**src/rtl/phi2_bus_sequencer.sv**
```systemverilog
// Cycle-level bus sequencer for the 65C02: four fclk phases per phi2 period, CPU
// startup reset hold, RDY wait-state insertion and phi1/phi2 memory time-sharing.
module phi2_bus_sequencer #(
  parameter int unsigned RESET_HOLD  = 8,
  parameter int unsigned WAIT_STATES = 2
) (
  input  logic       clk,
  input  logic       reset,
  input  logic       clock_running,
  output logic [1:0] phase,
  output logic       phi2_rise_stb,
  output logic       phi2_fall_stb,
  output logic       cpu_resb,
  output logic       cpu_rdy,
  input  logic       cpu_addr_valid,
  input  logic       slow_sel,
  input  logic       dma_req,
  output logic       dma_gnt,
  output logic       mem_owner,
  output logic       mem_en
);

  localparam int unsigned HOLD_W = 8;
  localparam int unsigned WAIT_W = 4;

  localparam logic [1:0] ST_IDLE = 2'd0;
  localparam logic [1:0] ST_HOLD = 2'd1;
  localparam logic [1:0] ST_RUN  = 2'd2;

  logic [1:0]        state, state_nxt;
  logic [1:0]        phase_nxt;
  logic [HOLD_W-1:0] hold_cnt, hold_nxt;
  logic [WAIT_W-1:0] wait_cnt, wait_nxt;
  logic              wait_pend, pend_nxt;
  logic              rise_nxt, fall_nxt, resb_nxt, rdy_nxt;
  logic              gnt_nxt, owner_nxt, en_nxt;

  // Next-state and next-output logic; every output is registered below.
  always_comb begin
    state_nxt = state;
    phase_nxt = phase;
    hold_nxt  = hold_cnt;
    wait_nxt  = wait_cnt;
    pend_nxt  = wait_pend;
    rise_nxt  = 1'b0;
    fall_nxt  = 1'b0;
    resb_nxt  = cpu_resb;
    rdy_nxt   = cpu_rdy;
    gnt_nxt   = dma_gnt;
    owner_nxt = mem_owner;
    en_nxt    = mem_en;

    if (state == ST_IDLE || !clock_running) begin
      // Parked: phase frozen, CPU held in reset, no memory traffic.
      phase_nxt = 2'd0;
      hold_nxt  = '0;
      wait_nxt  = '0;
      pend_nxt  = 1'b0;
      resb_nxt  = 1'b0;
      rdy_nxt   = 1'b1;
      gnt_nxt   = 1'b0;
      owner_nxt = 1'b0;
      en_nxt    = 1'b0;
      state_nxt = (state == ST_IDLE && clock_running) ? ST_HOLD : ST_IDLE;
    end else if (state == ST_HOLD) begin
      phase_nxt = phase + 2'd1;
      gnt_nxt   = 1'b0;
      owner_nxt = 1'b0;
      en_nxt    = 1'b0;
      if (phase == 2'd3) begin
        hold_nxt = hold_cnt + HOLD_W'(1);
        if (({1'b0, hold_cnt} + (HOLD_W + 1)'(1)) >= (HOLD_W + 1)'(RESET_HOLD)) begin
          state_nxt = ST_RUN;
          resb_nxt  = 1'b1;
        end
      end
    end else begin
      phase_nxt = phase + 2'd1;
      resb_nxt  = 1'b1;
      case (phase)
        2'd1: begin
          gnt_nxt   = 1'b0;
          owner_nxt = 1'b0;
          en_nxt    = cpu_addr_valid;
        end
        2'd2: begin
          en_nxt = cpu_addr_valid;
          if (WAIT_STATES != 0 && wait_cnt == '0 && cpu_addr_valid && slow_sel)
            pend_nxt = 1'b1;
        end
        2'd3: begin
          // phi1 slot of the next cycle goes to DMA if it asked now.
          gnt_nxt   = dma_req;
          owner_nxt = dma_req;
          en_nxt    = dma_req;
          if (wait_pend) begin
            pend_nxt = 1'b0;
            rdy_nxt  = 1'b0;
            wait_nxt = WAIT_W'(WAIT_STATES);
          end else if (wait_cnt != '0) begin
            wait_nxt = wait_cnt - WAIT_W'(1);
            if (wait_cnt == WAIT_W'(1))
              rdy_nxt = 1'b1;
          end
        end
        default: ;
      endcase
    end

    if (state_nxt != ST_IDLE) begin
      rise_nxt = (phase_nxt == 2'd2);
      fall_nxt = (phase_nxt == 2'd0);
    end
  end

  always_ff @(posedge clk) begin
    if (reset) begin
      state         <= ST_IDLE;
      phase         <= 2'd0;
      hold_cnt      <= '0;
      wait_cnt      <= '0;
      wait_pend     <= 1'b0;
      phi2_rise_stb <= 1'b0;
      phi2_fall_stb <= 1'b0;
      cpu_resb      <= 1'b0;
      cpu_rdy       <= 1'b1;
      dma_gnt       <= 1'b0;
      mem_owner     <= 1'b0;
      mem_en        <= 1'b0;
    end else begin
      state         <= state_nxt;
      phase         <= phase_nxt;
      hold_cnt      <= hold_nxt;
      wait_cnt      <= wait_nxt;
      wait_pend     <= pend_nxt;
      phi2_rise_stb <= rise_nxt;
      phi2_fall_stb <= fall_nxt;
      cpu_resb      <= resb_nxt;
      cpu_rdy       <= rdy_nxt;
      dma_gnt       <= gnt_nxt;
      mem_owner     <= owner_nxt;
      mem_en        <= en_nxt;
    end
  end

endmodule

```
**config.mk**
```make
export PLATFORM = sky130hd
export DESIGN_NAME = phi2_bus_sequencer
export DESIGN_NICKNAME = d
export VERILOG_FILES = /design/src/rtl/phi2_bus_sequencer.sv
export SDC_FILE = /design/constraint.sdc
export NUM_CORES = 1
export LEC_CHECK = 0
export ABC_AREA = 1
export BUFFER_PORTS_ARGS = -buffer_cell sky130_fd_sc_hd__buf_4
export CORE_ASPECT_RATIO = 0.6
export CORE_MARGIN = 5
export CORE_UTILIZATION = 36
export CTS_BUF_LIST = sky130_fd_sc_hd__clkbuf_4 sky130_fd_sc_hd__clkbuf_8
export DETAILED_ROUTE_END_ITERATION = 8
export GPL_TIMING_DRIVEN = 0
export PLACE_DENSITY_LB_ADDON = 0.12
export REMOVE_ABC_BUFFERS = 1
export SYNTH_ARGS = -nofsm -noshare
export SYNTH_HDL_FRONTEND = slang
export SYNTH_SLANG_ARGS = --single-unit
export TNS_END_PERCENT = 1
```
**constraint.sdc**
```tcl
create_clock -name clk -period 1.7 [get_ports clk]
set_input_delay 0.085 -clock clk [delete_from_list [all_inputs] [get_ports clk]]
set_output_delay 0.085 -clock clk [all_outputs]
set_load 0.01 [all_outputs]
```
; ---- Word-level counts from Yosys, hierarchy flattened
; Cells that the tools add are included.
[totals]
regBits = 23
wordCells = 69
out_inout_bits = 9
[op_classes]
n_reduce_logical = 24
n_eq_ne = 9
bitwise = 2
n_addsub = 4
mux = 18
n_lt_le_gt_ge = 1
[ops]
columns = op, n
row1 = nonzero test 2 bit, 6
row2 = two-way mux 2 bit, 5
row3 = "adder 8 x 1 -> 9 bit, second input constant", 1
row4 = ">= comparator 9 x 4 -> 1 bit, second input constant", 1
row5 = "adder 8 x 1 -> 8 bit, second input constant", 1
row6 = two-way mux 1 bit, 8
row7 = two-way mux 4 bit, 2
row8 = "equality test 2 bit, second input constant", 3
row9 = one-hot mux 1 bit (2 select lines), 3
row10 = AND reduction 3 bit, 2
row11 = OR reduction 2 bit, 3
row12 = "equality test 2 x 1 -> 1 bit, second input constant", 2
row13 = "equality test 4 x 1 -> 1 bit, second input constant", 1
row14 = zero test 2 bit, 2
row15 = zero test 4 bit, 1
row16 = "!= test 2 x 1 -> 1 bit, second input constant", 2
row17 = AND reduction 2 bit, 2
row18 = AND reduction 4 bit, 1
row19 = nonzero test 4 bit, 1
row20 = "subtractor 4 x 1 -> 4 bit, second input constant", 1
row21 = logical AND 1 bit, 3
row22 = OR reduction 3 bit, 1
row23 = "adder 2 x 1 -> 2 bit, second input constant", 1
row24 = "!= test 2 bit, second input constant", 1
row25 = other kinds (3), 4

; ---- Longest topological paths before layout
; Gate-level depths: netlist of the first run.
[logic_depth]
ltp_word = 9
depth_mapped = 10
mapped_depth_nobuf = 10

; ---- Worst setup path after synthesis of the first run
; No wires, ideal clock.
[synth_path]
kind = flip-flop to flip-flop
from = reg phase[0]
to = reg wait_cnt[3]
t_arrival_ns = 1.301
synth_period_minus_slack_ns = 1.421
path_slack_ns = 0.279
t_required_ns = 1.579
stages_incl_launch_ff = 9
setup_time_ns = 0.121
cell_sequence = dfxtp_1 -> ha_1 -> inv_2 -> nor2_2 -> nand2_2 -> inv_2 -> nand4_1 -> xor2_1 -> nor2_1
[synth_between]
elab_chain_len = 2
[synth_rtl]
columns = element, line_no
row1 = from (decl), 10  ; output logic [1:0] phase,
row2 = from (signal assigned), 132  ; phase <= phase_nxt;
row3 = equality test 2 bit, 80  ; case (phase)
row4 = AND reduction 3 bit (no line), n/a
row5 = to (signal assigned), 134  ; wait_cnt <= wait_nxt;
row6 = to (decl), 33  ; logic [WAIT_W-1:0] wait_cnt, wait_nxt;
; Every way passes these cells.
; A chain may end at the register's enable or synchronous reset.

; ---- Worst setup path in the final report of the first run
[layout_path]
from = reg phase[1]
to = reg wait_cnt[3]
; The elaborated chain is that of the path after synthesis.

==> results of run 1 <==
[layout make-up]
| cell class | instances | area [um^2] | area share [%] |
|---|---|---|---|
| Clock buffer | 3 | 41.3 | 2.96 |
| Clock inverter | 1 | 5.00 | 0.359 |
| Inverter | 30 | 113 | 8.08 |
| Multi-Input combinational cell | 107 | 612 | 43.9 |
| Sequential cell | 23 | 462 | 33.1 |
| Tap cell | 45 | 56.3 | 4.04 |
| Timing Repair Buffer | 14 | 105 | 7.54 |
[critical path, stage by stage (launching register included)]
cell                      delay (ns)
sky130_fd_sc_hd__dfxtp_1        0.39
sky130_fd_sc_hd__ha_2           0.26
sky130_fd_sc_hd__inv_2          0.08
sky130_fd_sc_hd__nor2_2         0.12
sky130_fd_sc_hd__nand2_2        0.11
sky130_fd_sc_hd__inv_2          0.10
sky130_fd_sc_hd__nand4_1        0.10
sky130_fd_sc_hd__xor2_1         0.16
sky130_fd_sc_hd__nor2_1         0.06
[worst max-delay path by stage]
stage | to | from
after CTS | wait_cnt[3]$_SDFFE_PP0P_ | phase[0]$_SDFF_PP0_
final | wait_cnt[3]$_SDFFE_PP0P_ | phase[1]$_SDFF_PP0_
after floorplan | wait_cnt[3]$_SDFFE_PP0P_ | phase[0]$_SDFF_PP0_
after detailed placement | wait_cnt[1]$_SDFFE_PP0P_ | state[0]$_SDFF_PP0_
after global placement | wait_cnt[1]$_SDFFE_PP0P_ | state[0]$_SDFF_PP0_
after global routing | wait_cnt[3]$_SDFFE_PP0P_ | phase[1]$_SDFF_PP0_
[through the flow]
step	util, %	total power [W]	hold slack (ns)
detailed placement	41.6	0.000601	0.328
global placement	41.6	0.000600	0.301
finish	43.2	0.000933	0.0400
CTS	43.1	0.000939	0.0429
floorplan	-	0.000581	0.189
global route	43.2	0.000966	0.0435
[registers in the layout, summed over array words and instances (netlist names)]
signal,count
hold_cnt,8
wait_cnt,4
phase,2
state,2
cpu_rdy,1
cpu_resb,1
mem_en,1
mem_owner,1
phi2_fall_stb,1
phi2_rise_stb,1
wait_pend,1
[timing repair]
action / CTS / global route
setup buffers: 0 / 0
resized for setup: 1 / 2
endpoints found under the setup margin: 1 / 3
hold buffers: 0 / 0
gates cloned: 0 / 0
[routing by layer]
metal / wire length, um / share of wire [%]
met1: 1200 / 49
met5: 0 / 0
met4: 10 / 0.41
met2: 1110 / 46
met3: 119 / 4.9
[power breakdown]
part           internal [W]  switching, W
Clock              0.000164      0.000181
Combinational     0.0000183     0.0000244
Sequential         0.000542    0.00000334
[placed cells by master (no fill, tap or decap), types with 2 or more instances in the layout]
master and instances:
sky130_fd_sc_hd__clkbuf_8 3, sky130_fd_sc_hd__nor2_2 7, sky130_fd_sc_hd__o21ai_1 4, sky130_fd_sc_hd__nand2_2 6, sky130_fd_sc_hd__xor2_1 2, sky130_fd_sc_hd__nand3_2 2, sky130_fd_sc_hd__buf_4 14, sky130_fd_sc_hd__nand2_1 27
sky130_fd_sc_hd__a21oi_1 10, sky130_fd_sc_hd__dfxtp_1 22, sky130_fd_sc_hd__nand3_1 8, sky130_fd_sc_hd__o21ai_0 3, sky130_fd_sc_hd__nor3_1 2, sky130_fd_sc_hd__inv_1 22, sky130_fd_sc_hd__ha_1 6, sky130_fd_sc_hd__nor2_1 14
sky130_fd_sc_hd__inv_2 8, sky130_fd_sc_hd__o211ai_1 4, sky130_fd_sc_hd__nand4_1 3
[logic make-up (layout without fill, tap and decap cells)]
logic type | Yosys count | count (layout) | share of synthesized area, %
flops | 23 | 23 | 38.6
buf+inv | 32 | 48 | 10.5
fa+ha+maj | 7 | 7 | 7.34
simple gates | 71 | 71 | 28.4
xor+xnor | 3 | 3 | 2.20
compound gates | 26 | 26 | 12.9
==> results.sh, run 1 <==
export IMPL_run_status="finished, final reports clean"
export IMPL_yosysUniqueCellTypes=27
export IMPL_postSynthAreaPerCell_um2=7.36
export IMPL_root_buffer="sky130_fd_sc_hd__clkbuf_8"
export IMPL_r2r_end="wait_cnt[3]$_SDFFE_PP0P_"
export IMPL_tritoncts="yes"
export IMPL_max_slew_margin_pct=64.1
export IMPL_wl_per_cell_um=10.9
export IMPL_finalWorstSetupSlack_ns=0.213
export IMPL_postSynthRegisterBits=23
export IMPL_setup_worst_path_class="reg2reg"
export IMPL_gpl_final_weighted_congestion=0.766
export IMPL_timing_final_setup_violations=0
export IMPL_max_clock_path_buffers=2
export IMPL_yosys_top_cells_area="sky130_fd_sc_hd__dfxtp_1 (39%), sky130_fd_sc_hd__nand2_1 (8.5%), sky130_fd_sc_hd__ha_1 (7.3%)"
export IMPL_number_of_flops_mapped_to_enable_cells_by_yosys=0
export IMPL_max_cap_viol_count=0
export IMPL_max_clock_freq_ghz=0.672
export IMPL_synth_async_sr_flop_share_pct=0
export IMPL_nNetsFinal=192
export IMPL_viasPerCell=4.66
export IMPL_clock_sinks=23
export IMPL_ys_dominant_reg_cell="sky130_fd_sc_hd__dfxtp_1"
export IMPL_grt_usage_pct=11.8
export IMPL_worst_hold_path_num_cells=2
export IMPL_dp_cells=219
export IMPL_netlist_instances=162
export IMPL_path_max_fanout=6
export IMPL_clock_latency_ns=0.27
export IMPL_synth_top_cell_by_area="sky130_fd_sc_hd__dfxtp_1"
export IMPL_placedInstanceArea_um2=1340
export IMPL_groute_layer_met1_usage_pct=14.6
export IMPL_yosysSeqAreaShare_pct=38.6
export IMPL_grt_pass1_wl_mm=4.24
export IMPL_io_buffer_count=14
export IMPL_post_route_fraction_of_the_period_consumed_by_the_critical_path_pct=87.5
export IMPL_largest_net_degree_at_the_start_of_global_routing=14
export IMPL_pin_count=15
export IMPL_routed_via_count=1040
export IMPL_layout_area_overhead_vs_synth_pct=16.9
export IMPL_finalNonFillerCells=223
export IMPL_floorplan_die_width_um=84.3
export IMPL_irDropWorstVdd_mv=0.343
export IMPL_cellLeakagePower_nw=0.604
export IMPL_cp_data_required_time_ns=1.86
export IMPL_yosysMostFrequentCell="sky130_fd_sc_hd__nand2_1"
export IMPL_numCtsBuffers=3
export IMPL_crit_arrival_ns=1.64
export IMPL_route_antenna_remaining_nets=0
export IMPL_h_tree_depth=1
export IMPL_grt_antenna_before_repair=0
export IMPL_rsz0062_at_grt="no"
export IMPL_yosysTopAreaCellShare_pct=38.6
export IMPL_grt_overflow_total=0
export IMPL_finalInstanceArea_um2=1390
export IMPL_tightest_slew_ns=0.538
export IMPL_clk_transition_reported_paths_ns=0.08
export IMPL_critPathCaptureType="register"
export IMPL_final_setup_skew_ns=0.00158
export IMPL_first_global_vias=976
export IMPL_met2_global_route_usage_pct=20.2
export IMPL_cp_start_kind="register"
export IMPL_synth_warnings=0
export IMPL_r2r_setup_slk_ns=0.21
export IMPL_clock_period_minus_final_worst_setup_slack_ns=1.49
export IMPL_hold_path_class="in2reg"
export IMPL_netlist_area_um2=1190
export IMPL_layout_filler_cells=323
export IMPL_reg2regPathDepth=8
export IMPL_drt_total_wl_mm=2.44
export IMPL_hold_path_startpoint="clock_running"
export IMPL_drt_initial_drc_count=25
export IMPL_dp_slack_ns=-0.0306
export IMPL_fp_dieArea_um2=4600
export IMPL_dpl_hpwl_mm=1.91
export IMPL_drt_pass1_iter_count=4
export IMPL_slew_violations=0
export IMPL_whs_endpoint="phi2_fall_stb$_SDFF_PP0_"
export IMPL_grt_met3_usage_pct=4.21
export IMPL_drc=0
export IMPL_tns_ns=0
export IMPL_chipHeight_um=54.6
export IMPL_floorplan_core_area_um2=3220
export IMPL_final_hold_viol_count=0
export IMPL_start_util_pct=37.0
export IMPL_synth_common_cells="sky130_fd_sc_hd__nand2_1 (27), sky130_fd_sc_hd__dfxtp_1 (23), sky130_fd_sc_hd__inv_1 (22)"
export IMPL_diodes_inserted=0
export IMPL_timing_rr_start="phase[1]$_SDFF_PP0_"
export IMPL_grt_busiest_layer="met2"
export IMPL_drive_gt1_share_pct=25.8
export IMPL_power_density_nw_per_um2=669
export IMPL_row_count=16
No activity file was read; power rests on OpenSTA's default activity.
==> run 2, diff against run 1 <==
--- a/config.mk
+++ b/config.mk
@@ -5,8 +5,7 @@
 export SDC_FILE = /design/constraint.sdc
 export NUM_CORES = 1
 export LEC_CHECK = 0
-export ABC_AREA = 1
-export BUFFER_PORTS_ARGS = -buffer_cell sky130_fd_sc_hd__buf_4
+export BUFFER_PORTS_ARGS = -buffer_cell sky130_fd_sc_hd__clkbuf_2
 export CORE_ASPECT_RATIO = 0.6
 export CORE_MARGIN = 5
 export CORE_UTILIZATION = 36
==> run 2 against run 1 <==
  * Sequential cell count did not move
  * Count of clock-buffer cells in the layout did not move
  * Clock power grew 2%
  * Core utilization rose by 2.8 points
  * Hold slack improved by 0.049 ns
  * Die area shrank 2.4%
  * Power rose by 0.29%
  * Register-to-register slack lost 0.20 ns
  * Clock skew is 0.013 ns higher
  * Sequential power barely moved
  * Non-clock buffer count grew 2
  * Via count fell by 8.8%
  * Critical path type unchanged
  * Critical endpoint is now state[1]$_SDFF_PP0_
  * Highest routed layer is now met3
==> results.sh, run 2 <==
export IMPL_timing_final_setup_violations=0
export IMPL_crit_arrival_ns=1.89
export IMPL_max_clock_path_buffers=2
export IMPL_number_of_flops_mapped_to_enable_cells_by_yosys=0
export IMPL_fp_dieArea_um2=4490
export IMPL_setup_worst_path_class="reg2reg"
export IMPL_max_cap_viol_count=0
export IMPL_drc=0
export IMPL_drt_total_wl_mm=2.63
export IMPL_layout_filler_cells=293
export IMPL_h_tree_depth=1
export IMPL_max_clock_freq_ghz=0.594
export IMPL_first_global_vias=925
export IMPL_reg2regPathDepth=5
export IMPL_groute_layer_met1_usage_pct=18.0
export IMPL_final_setup_skew_ns=0.0147
export IMPL_start_util_pct=38.8
export IMPL_cellLeakagePower_nw=0.511
export IMPL_postSynthRegisterBits=23
export IMPL_dpl_hpwl_mm=1.94
export IMPL_power_density_nw_per_um2=681
export IMPL_tritoncts="yes"
export IMPL_met2_global_route_usage_pct=18.4
export IMPL_pin_count=15
export IMPL_postSynthAreaPerCell_um2=8.65
export IMPL_tns_ns=0
export IMPL_run_status="finished, final reports clean"
export IMPL_cp_start_kind="register"
export IMPL_io_buffer_count=14
export IMPL_yosysTopAreaCellShare_pct=39.7
export IMPL_chipHeight_um=53.9
export IMPL_cp_endpoint="state[1]$_SDFF_PP0_"
export IMPL_slew_violations=0
export IMPL_floorplan_die_width_um=83.2
export IMPL_yosysUniqueCellTypes=38
export IMPL_final_hold_viol_count=0
export IMPL_layout_area_overhead_vs_synth_pct=18.7
export IMPL_gpl_final_weighted_congestion=0.767
export IMPL_grt_usage_pct=12.5
export IMPL_ys_dominant_reg_cell="sky130_fd_sc_hd__dfxtp_1"
export IMPL_hold_path_class="in2reg"
export IMPL_grt_pass1_wl_mm=4.46
export IMPL_drt_initial_drc_count=78
export IMPL_clock_period_minus_final_worst_setup_slack_ns=1.68
export IMPL_grt_busiest_layer="met2"
export IMPL_viasPerCell=4.97
export IMPL_clock_sinks=23
export IMPL_crit_path_top_delay_cell="sky130_fd_sc_hd__or4_4"
export IMPL_route_antenna_remaining_nets=0
export IMPL_multi_input_comb_area_um2=694
export IMPL_dp_slack_ns=-0.308
export IMPL_netlist_area_um2=1160
export IMPL_wl_per_cell_um=13.8
export IMPL_drive_gt1_share_pct=25.5
export IMPL_root_buffer="sky130_fd_sc_hd__clkbuf_8"
export IMPL_grt_overflow_total=0
export IMPL_clock_latency_ns=0.27
export IMPL_yosysSeqAreaShare_pct=39.7
export IMPL_synth_common_cells="sky130_fd_sc_hd__dfxtp_1 (23), sky130_fd_sc_hd__nor2_1 (23), sky130_fd_sc_hd__nand2_1 (9)"
export IMPL_path_max_fanout=5
export IMPL_cp_startpoint="hold_cnt[0]$_SDFFE_PP0P_"
export IMPL_numCtsBuffers=3
export IMPL_post_route_fraction_of_the_period_consumed_by_the_critical_path_pct=99.0
export IMPL_yosys_top_cells_area="sky130_fd_sc_hd__dfxtp_1 (40%), sky130_fd_sc_hd__ha_1 (7.6%), sky130_fd_sc_hd__nor2_1 (7.5%)"
export IMPL_netlist_instances=134
export IMPL_critPathCaptureType="register"
export IMPL_rsz0062_at_grt="yes"
export IMPL_path_cells="ha_2, and3_2, o211a_1, or4_4, nand3_1"
export IMPL_synth_top_cell_by_area="sky130_fd_sc_hd__dfxtp_1"
export IMPL_diodes_inserted=0
export IMPL_register_with_the_most_flip_flops="hold_cnt"
export IMPL_floorplan_core_area_um2=2980
export IMPL_largest_net_degree_at_the_start_of_global_routing=16
export IMPL_nNetsFinal=163
export IMPL_grt_met3_usage_pct=4.43
export IMPL_cp_data_required_time_ns=1.91
export IMPL_final_cell_mix="sky130_fd_sc_hd__nor2_1 (23), sky130_fd_sc_hd__dfxtp_1 (18), sky130_fd_sc_hd__clkbuf_2 (14)"
export IMPL_grt_antenna_before_repair=0
export IMPL_finalWorstSetupSlack_ns=0.0165
export IMPL_seqCellArea_um2=467
export IMPL_drt_pass1_iter_count=4
export IMPL_largest_reg_flops=8
export IMPL_row_count=15
export IMPL_synth_warnings=0
export IMPL_irDropWorstVdd_mv=0.358
export IMPL_hold_path_startpoint="dma_req"
export IMPL_tightest_slew_ns=0.696
export IMPL_clk_transition_reported_paths_ns=0.08
export IMPL_timing_rr_start="hold_cnt[0]$_SDFFE_PP0P_"
export IMPL_timing_critical_path_slowest_cell_delay_ns=0.49
export IMPL_r2r_setup_slk_ns=0.02
export IMPL_routed_via_count=949
export IMPL_synth_async_sr_flop_share_pct=0
export IMPL_layout_top_registers="hold_cnt: 8 flops, wait_cnt: 4 flops"
export IMPL_layout_commonest_cell="sky130_fd_sc_hd__nor2_1"
export IMPL_r2r_end="state[1]$_SDFF_PP0_"
export IMPL_max_slew_margin_pct=53.6
[run 2: cell count changes after synthesis, sizes merged, moves of 3 or more]
cell and delta:
nand3 -6, xor2 +3, o21ai -5, and3 +4
o211ai -4, a21oi -8, nand2 -24, inv -22
a31oi +3, xnor2 +3, nand2b +4
[run 2: worst min-delay path by stage]
stage,endpoint,slack [ns],cells after the start
finish,mem_owner$_SDFFE_PP0P_,0.09,3
CTS,mem_owner$_SDFFE_PP0P_,0.09,3
global route,phi2_fall_stb$_SDFF_PP0_,0.11,3
detailed placement,mem_owner$_SDFFE_PP0P_,0.37,3
floorplan,phi2_fall_stb$_SDFF_PP0_,0.24,2
global placement,phi2_fall_stb$_SDFF_PP0_,0.36,3
[run 2: timing repair]
action / CTS / global route
buffers inserted: 0 / 2
cloned: 0 / 0
hold buffers: 0 / 0
gates resized for setup: 8 / 10
setup endpoints to repair: 8 / 6
pin swaps: 0 / 1
[run 2: per-stage QoR]
stage | cell area (um^2) | instances | total power, W | utilization (%) | hold WS, ns
floorplan | 1130 | 129 | 0.000578 | - | 0.243
detailed placement | 1250 | 185 | 0.000595 | 41.9 | 0.366
global route | 1380 | 191 | 0.000978 | 46.1 | 0.114
global placement | 1250 | 185 | 0.000594 | 41.9 | 0.357
CTS | 1330 | 189 | 0.000944 | 44.4 | 0.0851
finish | 1380 | 191 | 0.000936 | 46.1 | 0.0893
[run 2: cell families (layout without fill, tap and decap cells)]
| group | count (synthesis) | in the layout | share of synthesized area, % |
|---|---|---|---|
| AND/OR/NAND/NOR | 62 | 62 | 27.6 |
| XOR/XNOR | 9 | 9 | 6.80 |
| adder cells (fa/ha/maj) | 7 | 7 | 7.56 |
| flip-flops | 23 | 23 | 39.7 |
| buffers and inverters | 13 | 28 | 5.29 |
| AO/OA/AOI/OAI | 19 | 19 | 12.1 |
| multiplexers | 1 | 1 | 0.864 |
[run 2: layout make-up]
type,instances,area share (%)
clock buffers,3,3.00
well taps,42,3.82
multi-input cells,98,50.5
inverters,8,2.18
clock inverters,1,0.364
repair buffers,16,6.19
flip-flops and latches,23,33.9
[run 2: report_power, final]
group | internal, W | switching [W] | leakage (nW)
clock | 0.000164 | 0.000188 | 0.0255
sequential | 0.000542 | 0.00000385 | 0.188
combinational | 0.0000152 | 0.0000221 | 0.297
[run 2: critical path: cells and delay by family (launching register included)]
| kind | cells | cell delay, ns |
|---|---|---|
| AO/OA/AOI/OAI | 1 | 0.24 |
| adder cells (fa/ha/maj) | 1 | 0.21 |
| AND/OR/NAND/NOR | 3 | 0.83 |
| flip-flops | 1 | 0.35 |
[run 2: metal layers]
layer,up-vias,share of wire (%)
met2,19,40
li1,493,-
met1,437,55
met3,0,5.2
met4,0,0
met5,-,0
==> run 3, diff against run 2 <==
--- a/config.mk
+++ b/config.mk
@@ -5,7 +5,8 @@
 export SDC_FILE = /design/constraint.sdc
 export NUM_CORES = 1
 export LEC_CHECK = 0
-export BUFFER_PORTS_ARGS = -buffer_cell sky130_fd_sc_hd__clkbuf_2
+export ABC_AREA = 1
+export BUFFER_PORTS_ARGS = -buffer_cell sky130_fd_sc_hd__buf_2
 export CORE_ASPECT_RATIO = 0.6
 export CORE_MARGIN = 5
 export CORE_UTILIZATION = 36
==> run 3 against run 2 <==
  * Sequential power barely moved
  * Routed wire length down 4.0%
  * Register-to-register slack improved by 0.14 ns
  * Non-clock buffer count fell by 2
  * Via count grew 5.7%
  * Count of clock-buffer cells in the layout is the same
  * Fmax is 9.1% higher
  * Cell count is 17% higher
  * Clock power down 3%
  * Worst setup slack better by 0.14 ns
  * Critical path type unchanged
  * Largest cell class unchanged
  * Highest routed layer is now met4
==> results.sh, run 3 (synthesized netlist as in run 1, its figures left out) <==
export IMPL_layout_area_overhead_vs_synth_pct=13.9
export IMPL_start_util_pct=37.0
export IMPL_root_buffer="sky130_fd_sc_hd__clkbuf_8"
export IMPL_chipHeight_um=54.6
export IMPL_crit_arrival_ns=1.70
export IMPL_layout_commonest_cell="sky130_fd_sc_hd__nand2_1"
export IMPL_drt_pass1_iter_count=4
export IMPL_hold_path_class="in2reg"
export IMPL_cp_common_cell="sky130_fd_sc_hd__inv_2"
export IMPL_cellLeakagePower_nw=0.599
export IMPL_drive_gt1_share_pct=25.3
export IMPL_rsz0062_at_grt="no"
export IMPL_io_buffer_count=14
export IMPL_drt_initial_drc_count=44
export IMPL_setup_worst_path_class="reg2reg"
export IMPL_slew_violations=0
export IMPL_diodes_inserted=0
export IMPL_max_slew_margin_pct=64.8
export IMPL_cp_start_kind="register"
export IMPL_final_cell_mix="sky130_fd_sc_hd__nand2_1 (27), sky130_fd_sc_hd__dfxtp_1 (23), sky130_fd_sc_hd__inv_1 (22)"
export IMPL_cp_data_required_time_ns=1.86
export IMPL_tritoncts="yes"
export IMPL_max_clock_path_buffers=2
export IMPL_final_setup_skew_ns=0.00628
export IMPL_largest_net_degree_at_the_start_of_global_routing=14
export IMPL_post_route_fraction_of_the_period_consumed_by_the_critical_path_pct=90.8
export IMPL_row_count=16
export IMPL_drc=0
export IMPL_post_cts_repair_setup_buffers=0
export IMPL_dp_slack_ns=-0.129
export IMPL_numCtsBuffers=3
export IMPL_fp_dieArea_um2=4600
export IMPL_dpl_hpwl_mm=2.01
export IMPL_layout_filler_cells=339
export IMPL_nNetsFinal=192
export IMPL_clock_period_minus_final_worst_setup_slack_ns=1.54
export IMPL_h_tree_depth=1
export IMPL_irDropWorstVdd_mv=0.403
export IMPL_grt_overflow_total=0
export IMPL_clock_sinks=23
export IMPL_drt_total_wl_mm=2.53
export IMPL_grt_antenna_before_repair=0
export IMPL_viasPerCell=4.50
export IMPL_clock_latency_ns=0.27
export IMPL_wl_per_cell_um=11.3
export IMPL_final_hold_viol_count=0
export IMPL_gpl_final_weighted_congestion=0.774
export IMPL_max_cap_viol_count=0
export IMPL_path_max_fanout=6
export IMPL_largest_reg_flops=8
export IMPL_timing_final_setup_violations=0
export IMPL_grt_usage_pct=12.6
export IMPL_first_global_vias=1031
export IMPL_timing_critical_path_slowest_cell_delay_ns=0.45
export IMPL_route_antenna_remaining_nets=0
export IMPL_tns_ns=0
export IMPL_routed_via_count=1003
export IMPL_layout_top_registers="hold_cnt: 8 flops, wait_cnt: 4 flops"
export IMPL_grt_pass1_wl_mm=4.51
export IMPL_finalWorstSetupSlack_ns=0.157
export IMPL_floorplan_core_area_um2=3220
export IMPL_register_with_the_most_flip_flops="hold_cnt"
export IMPL_max_clock_freq_ghz=0.648
export IMPL_run_status="finished, final reports clean"
export IMPL_clk_transition_reported_paths_ns=0.09
export IMPL_tightest_slew_ns=0.528
export IMPL_pin_count=15
export IMPL_floorplan_die_width_um=84.3
export IMPL_crit_path_top_delay_cell="sky130_fd_sc_hd__dfxtp_1"
export IMPL_cts_hold_fix_buffers=0
export IMPL_power_density_nw_per_um2=683
export IMPL_path_cells="ha_2, inv_2, nor2_2, nand2_2, inv_2, nand4_1, xor2_1, nor2_1"
export IMPL_critPathCaptureType="register"
run 3: cell count changes in the layout (fill, tap and decap cells not counted), moves of 7 or more:
cell and change:
sky130_fd_sc_hd__a21oi_1 +7, sky130_fd_sc_hd__buf_2 +14, sky130_fd_sc_hd__clkbuf_2 -14, sky130_fd_sc_hd__inv_1 +16, sky130_fd_sc_hd__nand2_1 +18, sky130_fd_sc_hd__nor2_1 -9
sky130_fd_sc_hd__nor2_2 +7
run 3: worst paths after layout:
| path | slack [ns] | start | endpoint | cells past startpoint |
|---|---|---|---|---|
| worst max-delay path | 0.16 | phase[0]$_SDFF_PP0_ | wait_cnt[3]$_SDFFE_PP0P_ | 8 |
| worst min-delay path | 0.03 | clock_running | phi2_fall_stb$_SDFF_PP0_ | 2 |
| worst max register to register | 0.16 | phase[0]$_SDFF_PP0_ | wait_cnt[3]$_SDFFE_PP0P_ | 8 |
| worst min register to register | 0.49 | state[1]$_SDFF_PP0_ | mem_owner$_SDFFE_PP0P_ | 2 |
run 3: stage by stage:
step / instances / hold WS, ns / utilization [%] / power, W / instance area [um^2]
6_report: 223 / 0.0264 / 42.1 / 0.000927 / 1360
2_1_floorplan: 160 / 0.189 / - / 0.000581 / 1180
3_5_place_dp: 219 / 0.306 / 40.5 / 0.000596 / 1310
5_1_grt: 223 / 0.0228 / 42.1 / 0.000968 / 1360
3_3_place_gp: 219 / 0.309 / 40.5 / 0.000595 / 1310
4_1_cts: 223 / 0.0209 / 42.0 / 0.000937 / 1360
run 3: layer usage:
metal  global-route usage (%)  part of all wire (%)  up-vias
li1                         -                     -      547
met3                     4.36                   3.6        2
met1                     15.2                    52      442
met4                     2.94                  0.32        0
met5                        0                     0        -
met2                     22.4                    44       12
run 3: area by class of cell:
cell class              count  area (um^2)  share of cell area [%]
well taps                  45         56.3                    4.15
flip-flops and latches     23          460                    33.9
clock inverters             1         5.00                   0.369
clock buffers               3         41.3                    3.04
inverters                  30          113                    8.29
multi-input cells         107          612                    45.1
repair buffers             14         70.1                    5.16
run 3: worst max-delay path, delay by kind of cell (launching register included):
family                   cells  cell delay, ns
XOR/XNOR                     1            0.15
flip-flops                   1            0.45
AND/OR/NAND/NOR              4            0.37
buffers and inverters        2            0.17
adder cells (fa/ha/maj)      1            0.28
run 3: repair_timing:
action                                  4_1_cts  5_1_grt
pin swaps                                     0        1
endpoints found under the setup margin        1        5
gates resized for setup                       1        1
run 3: power by group:
part / switching [W] / internal (W) / leakage (nW)
clock: 0.000180 / 0.000164 / 0.0255
combinational: 0.0000241 / 0.0000137 / 0.387
sequential: 0.00000329 / 0.000542 / 0.186
total: 0.000207 / 0.000720 / 0.599
